<file path="src/rtl/carry_skip_seq_adder.sv">
// Multi-cycle carry-skip adder: resolves one BLK-bit block per clock, LSB block first,
// bypassing the ripple carry for blocks whose bits all propagate and counting those skips.
//
// state | meaning
// IDLE  | waiting for start; results from the last operation held
// RUN   | one block resolved per clock, busy=1
// DONE  | single-cycle done pulse; start here is accepted back-to-back
module carry_skip_seq_adder #(
  parameter int WIDTH = 32,
  parameter int BLK   = 8
) (
  input  logic                               clk,
  input  logic                               rst_n,
  input  logic                               start,
  input  logic [WIDTH-1:0]                   a,
  input  logic [WIDTH-1:0]                   b,
  input  logic                               cin,
  output logic                               busy,
  output logic                               done,
  output logic [WIDTH-1:0]                   sum,
  output logic                               cout,
  output logic                               pout,
  output logic [$clog2(WIDTH/BLK+1)-1:0]     skip_cnt
);

  localparam int NBLK = WIDTH / BLK;
  localparam int IDXW = (NBLK > 1) ? $clog2(NBLK) : 1;
  localparam int CNTW = $clog2(NBLK + 1);
  localparam logic [IDXW-1:0] LAST_IDX = IDXW'(NBLK - 1);

  typedef enum logic [1:0] {
    IDLE = 2'd0,
    RUN  = 2'd1,
    DONE = 2'd2
  } state_t;

  state_t state, state_nxt;

  logic [WIDTH-1:0] a_q;
  logic [WIDTH-1:0] b_q;
  logic             carry_q;
  logic [IDXW-1:0]  idx;

  logic             accept;
  logic             last_blk;
  logic [BLK-1:0]   p_blk;
  logic [BLK-1:0]   g_blk;
  logic [BLK:0]     c_int;
  logic [BLK-1:0]   sum_blk;
  logic             blk_skip;
  logic             carry_nxt;

  assign accept   = start && ((state == IDLE) || (state == DONE));
  assign last_blk = (idx == LAST_IDX);
  assign busy     = (state == RUN);
  assign done     = (state == DONE);

  always_ff @(posedge clk) begin
    if (!rst_n) state <= IDLE;
    else        state <= state_nxt;
  end

  always_comb begin
    state_nxt = state;
    case (state)
      IDLE:    if (start) state_nxt = RUN;
      RUN:     if (last_blk) state_nxt = DONE;
      DONE:    state_nxt = start ? RUN : IDLE;
      default: state_nxt = IDLE;
    endcase
  end

  // Block propagate/generate and the ripple chain seeded by the running carry
  always_comb begin
    p_blk    = a_q[int'(idx)*BLK +: BLK] ^ b_q[int'(idx)*BLK +: BLK];
    g_blk    = a_q[int'(idx)*BLK +: BLK] & b_q[int'(idx)*BLK +: BLK];
    c_int    = '0;
    c_int[0] = carry_q;
    for (int i = 0; i < BLK; i++) begin
      c_int[i+1] = g_blk[i] | (p_blk[i] & c_int[i]);
    end
    sum_blk  = p_blk ^ c_int[BLK-1:0];
    blk_skip = &p_blk;
    // When every bit propagates, the ripple result equals carry_q; take the bypass
    carry_nxt = blk_skip ? carry_q : c_int[BLK];
  end

  always_ff @(posedge clk) begin
    if (!rst_n) begin
      a_q      <= '0;
      b_q      <= '0;
      carry_q  <= 1'b0;
      idx      <= '0;
      sum      <= '0;
      cout     <= 1'b0;
      pout     <= 1'b0;
      skip_cnt <= '0;
    end else if (accept) begin
      a_q      <= a;
      b_q      <= b;
      carry_q  <= cin;
      idx      <= '0;
      sum      <= '0;
      cout     <= 1'b0;
      pout     <= &(a ^ b);
      skip_cnt <= '0;
    end else if (state == RUN) begin
      sum[int'(idx)*BLK +: BLK] <= sum_blk;
      carry_q <= carry_nxt;
      if (blk_skip) skip_cnt <= skip_cnt + CNTW'(1);
      if (last_blk) begin
        cout <= carry_nxt;
        idx  <= '0;
      end else begin
        idx  <= idx + IDXW'(1);
      end
    end
  end

endmodule

</file>
<file path="config.mk">
export PLATFORM = sky130hd
export DESIGN_NAME = carry_skip_seq_adder
export DESIGN_NICKNAME = d
export VERILOG_FILES = /design/src/rtl/carry_skip_seq_adder.sv
export SDC_FILE = /design/constraint.sdc
export NUM_CORES = 1
export LEC_CHECK = 0
export ABC_AREA = 1
export BUFFER_PORTS_ARGS = -buffer_cell sky130_fd_sc_hd__clkbuf_2
export CELL_PAD_IN_SITES_DETAIL_PLACEMENT = 1
export CELL_PAD_IN_SITES_GLOBAL_PLACEMENT = 1
export CORE_ASPECT_RATIO = 2
export CORE_MARGIN = 10
export CORE_UTILIZATION = 39
export DETAILED_ROUTE_END_ITERATION = 6
export PLACE_DENSITY = 0.9
export SYNTH_ARGS = -nofsm -noshare
export SYNTH_HDL_FRONTEND = slang
export SYNTH_SLANG_ARGS = --single-unit
</file>
<file path="constraint.sdc">
create_clock -name clk -period 9.3 [get_ports clk]
set_clock_uncertainty 0.15 [all_clocks]
set_input_delay 0.93 -clock clk [delete_from_list [all_inputs] [get_ports clk]]
set_output_delay 0.93 -clock clk [all_outputs]
set_load 0.005 [all_outputs]
</file>
# After elaboration in Yosys (flattened, before gate mapping)
# Cells that the tools add are included.
dict set report word_totals {
  input_bits 68
  output_inout_bits 39
  ff_bits 106
  latchBits 0
  ram_bits 0
  memories 0
  rom_bits 0
}
dict set report op_classes {
  n_eq_ne 5
  n_addsub 3
  div_mod_pow 0
  n_mux 9
  order_cmp 0
  shifts 4
  n_mul 0
  n_reduce_logical 10
  n_bitwise 21
}
# op count
set op_table {}
lappend op_table {{32-bit by 6-bit indexed part select with 8-bit output} 2}
lappend op_table {{5-bit negator with 33-bit output} 1}
lappend op_table {{8-bit by 33-bit variable shift with 32-bit output (first input constant)} 1}
lappend op_table {{8-bit by 33-bit indexed part select with 32-bit output} 1}
lappend op_table {{32-bit bitwise mux} 1}
lappend op_table {{32-bit AND reduction} 1}
lappend op_table {{32-bit XOR} 1}
lappend op_table {{8-bit XOR} 2}
lappend op_table {{9-bit AND reduction} 1}
lappend op_table {{1-bit AND} 8}
lappend op_table {{8-bit AND} 1}
lappend op_table {{1-bit OR} 8}
lappend op_table {{8-bit AND reduction} 1}
lappend op_table {{2-bit two-way mux} 3}
lappend op_table {{2-bit one-hot mux with 3 select lines} 1}
lappend op_table {{2-bit equality test (second input constant)} 2}
lappend op_table {{1-bit two-way mux} 4}
lappend op_table {{2-bit AND reduction} 2}
lappend op_table {{3-bit by 1-bit adder with 3-bit output (second input constant)} 1}
lappend op_table {{2-bit by 1-bit adder with 2-bit output (second input constant)} 1}
lappend op_table {{2-bit by 1-bit equality test with 1-bit output (second input constant)} 1}
lappend op_table {{2-bit zero test} 1}
lappend op_table {{2-bit by 1-bit != test with 1-bit output (second input constant)} 1}
lappend op_table {{2-bit != test (second input constant)} 1}
lappend op_table {{5 further kinds} 5}

# Longest topological paths before layout
# Gate-level depths: netlist of run 1.
dict set report logic_depth {
  ltp_word 21
  mapped_depth 21
  ltp_nobuf 19
}

# Worst setup path before layout of run 1
# OpenSTA, ideal clock, no wires.
dict set report synth_path {
  path_type {register -> register}
  start {register idx[0]}
  end {register sum[15]}
  t_required_ns 9.033
  arrival_ns 4.455
  path_stages_with_launch 20
  n_path_buf 2
  setup_slack_ns 4.577
  path_cell_list {dfxtp_1 -> buf_4 -> inv_2 -> clkbuf_1 -> o21ai_0 -> o22ai_1 -> fa_1 -> inv_1 -> fa_1 -> fa_1 -> fa_1 -> fa_1 -> fa_1 -> fa_1 -> inv_1 -> fa_1 -> nand2_1 -> nor2_1 -> a22oi_1 -> nor2_1}
}
dict set report synth_via {
  elab_chain_cells 19
  elab_cells_between_ends 23
  classes_between {add/sub: 1; shift: 4; mux: 1; bitwise: 17}
}
# item line
set synth_lines {}
lappend synth_lines {{start: declaration} 42} ;# logic [IDXW-1:0] idx;
lappend synth_lines {{start signal: assignment} 115} ;# idx <= idx + IDXW'(1);
lappend synth_lines {{32-bit by 6-bit indexed part select with 8-bit output} {75, 76}}
lappend synth_lines {{8-bit XOR} 75} ;# p_blk = a_q[int'(idx)*BLK +: BLK] ^ b_q[int'(idx)*BLK +: BLK];
lappend synth_lines {{1-bit AND} 80} ;# c_int[i+1] = g_blk[i] | (p_blk[i] & c_int[i]);
lappend synth_lines {{1-bit OR} 80}
lappend synth_lines {{1-bit AND} 80}
lappend synth_lines {{1-bit OR} 80}
lappend synth_lines {{1-bit AND} 80}
lappend synth_lines {{1-bit OR} 80}
lappend synth_lines {{[3 not listed]} -}
lappend synth_lines {{1-bit OR} 80}
lappend synth_lines {{1-bit AND} 80}
lappend synth_lines {{1-bit OR} 80}
lappend synth_lines {{1-bit AND} 80}
lappend synth_lines {{1-bit OR} 80}
lappend synth_lines {{8-bit XOR} 82} ;# sum_blk = p_blk ^ c_int[BLK-1:0];
lappend synth_lines {{8-bit by 33-bit indexed part select with 32-bit output} 108} ;# sum[int'(idx)*BLK +: BLK] <= sum_blk;
lappend synth_lines {{32-bit bitwise mux *} 108}
lappend synth_lines {{end signal: indexed assignment} 108}
lappend synth_lines {{end: declaration} 20} ;# output logic [WIDTH-1:0] sum,
# Every way passes the cells marked *; elsewhere a longest branch is shown, timed or not.
# A chain may end at the register's enable or synchronous reset.

# Worst setup path after layout of run 1
dict set report layout_path {
  start {register idx[1]}
  end {register sum[15]}
}
# The elaborated chain is that of the path after synthesis.

==> metrics list, run 1 <==
- In the detailed route, the total length drawn on met3 is 816 um.
* ANT nets after route: 0
* Fmax: 185 MHz
* Syn nets: 765
* Transition time at the pin with the least slew margin: 873 ps
* IR Drop Worst-Case VDD: 94.6 uV
- # Max-Cap Violations: 0
- Proportion of layout cells with a drive suffix above 1: 0.184
- Maximum number of pins on one net before global-route repair: 61
- Average cell area after synthesis: 7.64 um2
- Measured against its own limit, the worst slew margin works out to 0.417.
- The first detailed-routing pass ran for 5 iterations.
- Latest clock arrival within the worst-skew pair: 350 ps
* Cells traversed along the worst timing path: inv_1 -> o21ai_0 -> o22ai_1 -> fa_1 -> inv_1 -> fa_1 -> fa_1 -> fa_1 -> fa_1 -> fa_1 -> fa_1 -> inv_1 -> fa_1 -> nand2_1 -> nor2_1 -> a22oi_1 -> nor2_1
- The region available for standard cell placement spans 13,000 um2.
* Top fanout value on the critical path: 31
- For this design, the CTS-stage hold fixing added 0 buffers.
- # resized after CTS: 0
- Final GP Congestion: 0.884
* Boundary Pins: 107
- The longest clock path from root to sink contains 2 buffers.
- Dividing the detail-routed wire length by the instance count gives 18.0 um.
- The initial utilization of the core area, before any placement, comes to 0.396.
- For this design the ratio of total power to cell area is 167 nW/um2.
* Commonest non-fill, non-tap cell in the layout: sky130_fd_sc_hd__nand2_1
* Setup_tns: 0 ps
- Wirelength, routed: 16,500 um
* Total Die Area: 18,500 um2
* Setup slack on the worst flop-to-flop path: 3880 ps
* Most frequent cell on the critical path: sky130_fd_sc_hd__fa_1
- In this run, the number of DRC markers left after iteration 0 of detailed routing was 294.
- Final number of hold-violating endpoints: 0
- Clock tree from TritonCTS: built
* Number of synthesized register bits: 106
- The number of global-route vias before repair was 4,914.
* Remaining global-route overflow: 0
* Number of distinct library cells after synthesis: 34
* Detailed-route DRC error count: 0
- Clock-pin slew was measured on the worst setup and hold paths at 70 ps.
- The tightest min-delay check is of the reg2reg type.
- After technology mapping, the gate count stands at 674.
- Final setup violating endpoints: 0
- Synthesized cell area: 5150 um2
* Clock net sink count: 106
- The worst path in the final design needs a cycle of 5420 ps, including I/O delays and setup.
* Unrepaired setup endpoints after global routing: no
- The finished layout holds 918 standard cells, fillers aside.
- The worst setup path is of the reg2reg kind.
* Total number of vias: 4,841
* Clock buffer count from CTS: 9
* DR WL met2: 9300 um
* Ranking of synthesized cells by area: sky130_fd_sc_hd__dfxtp_1 (41%), sky130_fd_sc_hd__nand2_1 (11%), sky130_fd_sc_hd__nor2_1 (6.2%), sky130_fd_sc_hd__a22o_1 (5.8%), sky130_fd_sc_hd__inv_1 (5.4%)
- In the layout the commonest cells are sky130_fd_sc_hd__nand2_1 (149), sky130_fd_sc_hd__dfxtp_1 (106), sky130_fd_sc_hd__clkbuf_2 (106).
* Async set-or-reset flop fraction in the synthesized netlist: 0
- Critical Path Max Stage Delay: 680 ps
* Total half-perimeter wirelength after legalization and detailed placement: 13,200 um
- STA classifies the critical path endpoint as a register.
- Result of the run: completed
- Wire length of the first global-routing pass: 25,700 um
- Number of flops mapped to enable cells by yosys: 0
- The highest metal layer carrying signal wires in the routed design is met4.
- Including well taps, the total number of placed cells is 902.
* Final-report max-slew violation count: 0
- The Yosys step of the flow raised 0 warnings.
* Rows: 59
- Critical path data arrival time: 5470 ps
- Ratio of routed vias to standard cells: 5.27
- Vert. Die Dim: 182 um
* Total number of H-tree levels: 3
- From left edge to right edge, the die measures 101 um.
- Among all stages on the critical path, the largest delay is contributed by sky130_fd_sc_hd__inv_1.
* Synth top area share: 0.412
* Most used DFF post-synth: sky130_fd_sc_hd__dfxtp_1
* Post-CTS setup buffers: 0
- Across every metal layer, demand over resource in global routing totals 0.177.
- The worst setup path is launched from a register.
* Worst-case hold slack: 313 ps
- Master cell of the clock root buffer: sky130_fd_sc_hd__clkbuf_16
- DRT met1 WL: 5720 um
- Of the synthesized area, sequential elements account for 0.412.
* Initial antenna violation count: 1
- The analysis attributes to cell leakage a power of 0.00269 uW.
- Dividing the final minimum period by the clock period gives 0.582.
- WP data required: 9350 ps
- Relative to the synthesized area, the layout overhead comes to 16.0%.
* IO buf count: 106
- After the last flow step, the layout net total stands at 852.
- Most area-hungry cell type in the Yosys netlist: sky130_fd_sc_hd__dfxtp_1
==> per-stage QoR <==
| stage | area (um2) | worst slack (ps) | power, uW | util |
|---|---|---|---|---|
| finish | 5970 | 3880 | 996 | 0.460 |
| global placement | 5700 | 4100 | 648 | 0.439 |
| CTS | 5970 | 3910 | 1000 | 0.460 |
| detailed placement | 5700 | 3950 | 653 | 0.439 |
| floorplan | 5150 | 4580 | 594 | - |
| global route | 5970 | 3510 | 1040 | 0.460 |
==> worst max-delay path, delay by kind of cell (launching register included) <==
| kind | cells | cell delay [ps] |
|---|---|---|
| adders and majority gates | 8 | 3040 |
| buffers and inverters | 3 | 820 |
| AOI/OAI and AO/OA | 3 | 640 |
| DFF | 1 | 400 |
| and+or+nand+nor | 3 | 230 |
==> path summary, 6_finish.rpt <==
kind	start	cells past startpoint	to
max	idx[1]$_SDFFE_PP0P_	17	sum[15]$_SDFFE_PP0P_
min reg2reg	pout$_SDFFE_PN0P_	2	pout$_SDFFE_PN0P_
max reg2reg	idx[1]$_SDFFE_PP0P_	17	sum[15]$_SDFFE_PP0P_
min	pout$_SDFFE_PN0P_	2	pout$_SDFFE_PN0P_
==> state kept, by name, summed over array words and instances (netlist names), 2 cells and up <==
| register | count |
|---|---|
| sum | 32 |
| state | 2 |
| a_q | 32 |
| idx | 2 |
| b_q | 32 |
| skip_cnt | 3 |
==> per-layer routing <==
metal	vias to the layer above	GRT usage
met5	-	0
met4	0	0.0913
met3	31	0.0431
met2	113	0.325
met1	2322	0.174
li1	2375	-
==> power breakdown <==
part | switching (uW) | internal, uW
logic | 101 | 53.6
clock network | 173 | 181
registers | 13.8 | 475
total | 287 | 709
==> Yosys cell counts (8+ instances only) <==
| master | n |
|---|---|
| sky130_fd_sc_hd__ha_1 | 15 |
| sky130_fd_sc_hd__o21ai_1 | 16 |
| sky130_fd_sc_hd__a22oi_1 | 14 |
| sky130_fd_sc_hd__nand3_1 | 10 |
| sky130_fd_sc_hd__o21ai_0 | 27 |
| sky130_fd_sc_hd__a21oi_1 | 37 |
| sky130_fd_sc_hd__fa_1 | 8 |
| sky130_fd_sc_hd__a32oi_1 | 12 |
| sky130_fd_sc_hd__a22o_1 | 34 |
| sky130_fd_sc_hd__inv_1 | 74 |
| sky130_fd_sc_hd__nand2_1 | 149 |
| sky130_fd_sc_hd__nor3_1 | 14 |
| sky130_fd_sc_hd__buf_2 | 19 |
| sky130_fd_sc_hd__dfxtp_1 | 106 |
| sky130_fd_sc_hd__inv_2 | 8 |
| sky130_fd_sc_hd__nor2_1 | 85 |
==> logic make-up (layout without fill, tap and decap cells) <==
kind of cell             count (synthesis)  count (layout)  share of synthesized area
other                                    0               1                          0
AND/OR/NAND/NOR                        277             277                      0.228
XOR/XNOR                                 6               6                     0.0102
adder cells (fa/ha/maj)                 23              23                     0.0676
AO/OA/AOI/OAI                          149             149                      0.188
buffers and inverters                  113             204                     0.0936
flip-flops                             106             106                      0.412
==> cell type report <==
cell class	count	area, um2
Antenna cell	1	2.50
Clock buffer	9	225
Clock inverter	6	43.8
Fill cell	1663	7020
Inverter	82	308
Multi-Input combinational cell	455	2540
Sequential cell	106	2120
Tap cell	152	190
Timing Repair Buffer	107	538
Power figures use the tool's default switching activity.
==> inputs of run 2 (changes only) <==
--- a/config.mk
+++ b/config.mk
@@ -11,9 +11,9 @@
 export CELL_PAD_IN_SITES_GLOBAL_PLACEMENT = 1
 export CORE_ASPECT_RATIO = 2
 export CORE_MARGIN = 10
-export CORE_UTILIZATION = 39
+export CORE_UTILIZATION = 36
 export DETAILED_ROUTE_END_ITERATION = 6
-export PLACE_DENSITY = 0.9
+export PLACE_DENSITY = 0.87
 export SYNTH_ARGS = -nofsm -noshare
 export SYNTH_HDL_FRONTEND = slang
 export SYNTH_SLANG_ARGS = --single-unit
==> constraint.sdc (replaced) <==
create_clock -name clk -period 4.4 [get_ports clk]
set_clock_uncertainty 0.15 [all_clocks]
set_input_delay 0.44 -clock clk [delete_from_list [all_inputs] [get_ports clk]]
set_output_delay 0.44 -clock clk [all_outputs]
set_load 0.005 [all_outputs]
==> metrics list, run 2 (same netlist as run 1, synthesis figures left out) <==
* Result of the run: completed
- The top-level port count is 107 (unchanged).
- Number of cells in the design after placement: 949 (+5.2%)
* Most frequent cell on the critical path: sky130_fd_sc_hd__fa_2
- Buffers & Inverters on Critical Path: 3 (unchanged)
- Chip Width: 105 um (+3.3%)
* Largest regs: a_q: 32 flops, b_q: 32 flops, sum: 32 flops
- In this run the worst setup path terminates at sum[15]$_SDFFE_PP0P_.
* Detailed router's first-iteration violation count: 222 (-24%)
- Final number of hold-violating endpoints: 0 (unchanged)
- The number of global-route vias before repair was 5,446 (+11%).
- Final Cell Area: 6220 um2 (+4.1%)
- The maximum operating frequency came to 231 MHz (+25%).
- The core outline area was 14,000 um2 (+7.5%).
- RR Endpoint: sum[15]$_SDFFE_PP0P_
- Setup_tns: 0 ps (unchanged)
* Worst Setup Path Type: reg2reg
- Most used cells in the layout excluding fill and tap cells: sky130_fd_sc_hd__nand2_1 (148), sky130_fd_sc_hd__clkbuf_2 (106), sky130_fd_sc_hd__dfxtp_1 (104)
- The number of gates on the worst path with buffers counted was 17 (unchanged).
- The via density per instance came to 5.17 (-2.1%).
- GRT Total Usage: 0.179 (+0.00169)
- Wire length of the first global-routing pass: 28,200 um (+9.7%)
- The max-capacitance violation count was 0 (unchanged).
- The sum of internal, switching and leakage power came to 2160 uW (+120%).
- Remaining global-route overflow: 0 (unchanged)
- The wire length per cell was 18.3 um (+1.7%).
- The reported leakage power was 0.00277 uW (+3.1%).
- Switching part of the total: 0.286 (-0.00248)
- Proportion of layout cells with a drive suffix above 1: 0.229 (+0.0445)
- Power dissipated by switching net loads: 619 uW (+120%)
* Cells traversed along the worst timing path: inv_6 -> nor2_2 -> o22ai_2 -> fa_2 -> inv_2 -> fa_2 -> fa_2 -> fa_2 -> fa_2 -> fa_2 -> fa_2 -> inv_2 -> fa_1 -> nand2_2 -> nor2_2 -> a22oi_2 -> nor2_1
- The required time of the critical path is 4450 ps (-4900 ps).
- Final-report max-slew violation count: 0 (unchanged)
- Total Die Area: 19,800 um2 (+7.0%)
* Sequential fraction of design power: 0.479 (-0.011)
- The final cell count without fillers came to 969 (+5.6%).
* Critical path data arrival time: 4380 ps (-1090 ps)
- The worst-margin pin slew was 809 ps (-64.4 ps).
- Cell type group with the largest total delay on the critical path: adder cells
- Share of power burned in the clock network: 0.357 (+0.002)
- Crit share post-route: 0.984 (+0.401)
- The routability-driven placement congestion ratio came to 0.853 (-3.4%).
* Worst setup EP type: register
* IR Drop Worst-Case VDD: 170 uV (+80%)
- Area post-placement: 5840 um2 (+2.4%)
- Clock buffer count from CTS: 9 (unchanged)
- Power density relative to cell area: 348 nW/um2 (+110%)
* Setup slack on the worst flop-to-flop path: 70 ps (-3810 ps)
* Initial antenna violation count: 2 (+1)
- For this design, the slowest cell found on the critical path is sky130_fd_sc_hd__fa_1.
- The count of H-tree levels built during CTS was 3 (unchanged).
- Leaving out fill and tap cells, the most frequent cell in the layout is sky130_fd_sc_hd__nand2_1.
* Wirelength, routed: 17,700 um (+7.4%)
- Maximum number of pins on one net before global-route repair: 60 (-1.6%)
* Total half-perimeter wirelength after legalization and detailed placement: 13,900 um (+5.5%)
* Worst Setup Slack, final: 72.6 ps (-3810 ps)
- Rows: 61 (+3.4%)
* Signed area change from the synthesized netlist to the final layout: 20.9%
- The number of nets in the layout was 865 (+1.5%).
* Cell internal pwr: 1540 uW (+120%)
- The peak fanout along the critical path was 7 (-77%).
- In this run the clock root is driven by a sky130_fd_sc_hd__clkbuf_16.
* Vert. Die Dim: 189 um (+3.6%)
* Clk buf depth: 2 (unchanged)
* Starting utilization of the core area: 0.369 (-0.0276)
* Dpl ws: -125 ps (-4080 ps)
* Worst reg2reg path depth: 17 (unchanged)
* Number of iterations in the first detailed-routing pass: 4 (-1)
* Final setup violating endpoints: 0 (unchanged)
- ANT nets after route: 0 (unchanged)
- Tracing the worst setup path back leads to its startpoint at idx[0]$_SDFFE_PP0P_.
* Clock net sink count: 106 (unchanged)
- The quantity of I/O buffers inserted on ports is 106 (unchanged).
- The final period demand of the worst path is 4330 ps (-1090 ps).
- Clock tree from TritonCTS: built
- The clock latency reported for the late side of the worst-skew pair was 350 ps (about the same).
- The share of power burned in combinational logic was 0.164 (+0.009).
- Setup repair after global routing could not meet its margin everywhere.
- Detailed-route DRC error count: 0 (unchanged)
- The clock slew at the register clock pins of the worst setup and hold paths is 70 ps (about the same).
* Total number of vias: 5,005 (+3.4%)
- Min-delay worst type: in2reg
- R2R Path Start: idx[0]$_SDFFE_PP0P_
* Worst max-slew margin expressed relative to the limit: 0.460 (+0.0428)
* Startpoint type of the worst setup path: register
- Critical Path Max Stage Delay: 440 ps (-240 ps)
run 2: cell count changes in the layout (fill, tap and decap cells not counted), moves of 3 or more:
cell,before,now
sky130_fd_sc_hd__buf_4,1,13
sky130_fd_sc_hd__fa_1,8,1
sky130_fd_sc_hd__fa_2,0,7
sky130_fd_sc_hd__nor2_1,85,82
sky130_fd_sc_hd__nor2_2,2,5
sky130_fd_sc_hd__o21ai_0,27,24
run 2: worst reg2reg max path, cell delays in order, from the launching register on:
cell and delay (ps):
sky130_fd_sc_hd__dfxtp_4 390, sky130_fd_sc_hd__inv_6 80, sky130_fd_sc_hd__nor2_2 40, sky130_fd_sc_hd__o22ai_2 220, sky130_fd_sc_hd__fa_2 270, sky130_fd_sc_hd__inv_2 50, sky130_fd_sc_hd__fa_2 380, sky130_fd_sc_hd__fa_2 360
sky130_fd_sc_hd__fa_2 360, sky130_fd_sc_hd__fa_2 350, sky130_fd_sc_hd__fa_2 360, sky130_fd_sc_hd__fa_2 350, sky130_fd_sc_hd__inv_2 60, sky130_fd_sc_hd__fa_1 440, sky130_fd_sc_hd__nand2_2 100, sky130_fd_sc_hd__nor2_2 50
sky130_fd_sc_hd__a22oi_2 110, sky130_fd_sc_hd__nor2_1 50
run 2: through the flow:
step	util	hold WS (ps)
floorplan	-	273
global placement	0.418	286
detailed placement	0.418	302
CTS	0.441	175
global route	0.445	185
finish	0.445	179
run 2: cell type report:
| cell class | count | area (um2) |
|---|---|---|
| timing repair buffer | 120 | 639 |
| sequential | 106 | 2130 |
| clock buffer | 11 | 253 |
| multi-input combinational | 455 | 2620 |
| antenna | 2 | 5.00 |
| fill | 1796 | 7750 |
| inverter | 82 | 313 |
| tap | 189 | 236 |
| clock inverter | 4 | 27.5 |
run 2: worst min-delay path by stage:
stage,startpoint,endpoint,slack [ps],depth (start not counted)
floorplan,a_q[15]$_SDFFE_PN0P_,a_q[15]$_SDFFE_PN0P_,270,2
global placement,a_q[8]$_SDFFE_PN0P_,a_q[8]$_SDFFE_PN0P_,290,2
detailed placement,a_q[8]$_SDFFE_PN0P_,a_q[8]$_SDFFE_PN0P_,300,2
CTS,b[6],b_q[6]$_SDFFE_PN0P_,180,3
global route,b[19],b_q[19]$_SDFFE_PN0P_,190,2
finish,b[6],b_q[6]$_SDFFE_PN0P_,180,3
run 2: power groups by stage:
| stage | sequential [uW] | clock, uW | combinational (uW) |
|---|---|---|---|
| floorplan | 1040 | 0 | 220 |
| global placement | 1050 | 0 | 330 |
| detailed placement | 1050 | 0 | 342 |
| CTS | 1030 | 778 | 351 |
| global route | 1040 | 822 | 395 |
| finish | 1040 | 773 | 355 |
run 2: what timing repair did:
item | 4_1_cts | 5_1_grt
gates resized for setup | 9 | 14
setup buffers | 1 | 2
gates cloned | 0 | 0
pin swaps | 5 | 11
hold buffers | 0 | 0
endpoints found under the setup margin | 3 | 4
run 2: routing by layer:
layer,vias up,part of all wire,GRT usage
met2,132,0.56,0.348
met3,46,0.041,0.0344
li1,2397,-,-
met4,0,0.057,0.109
met1,2430,0.34,0.164
met5,-,0,0
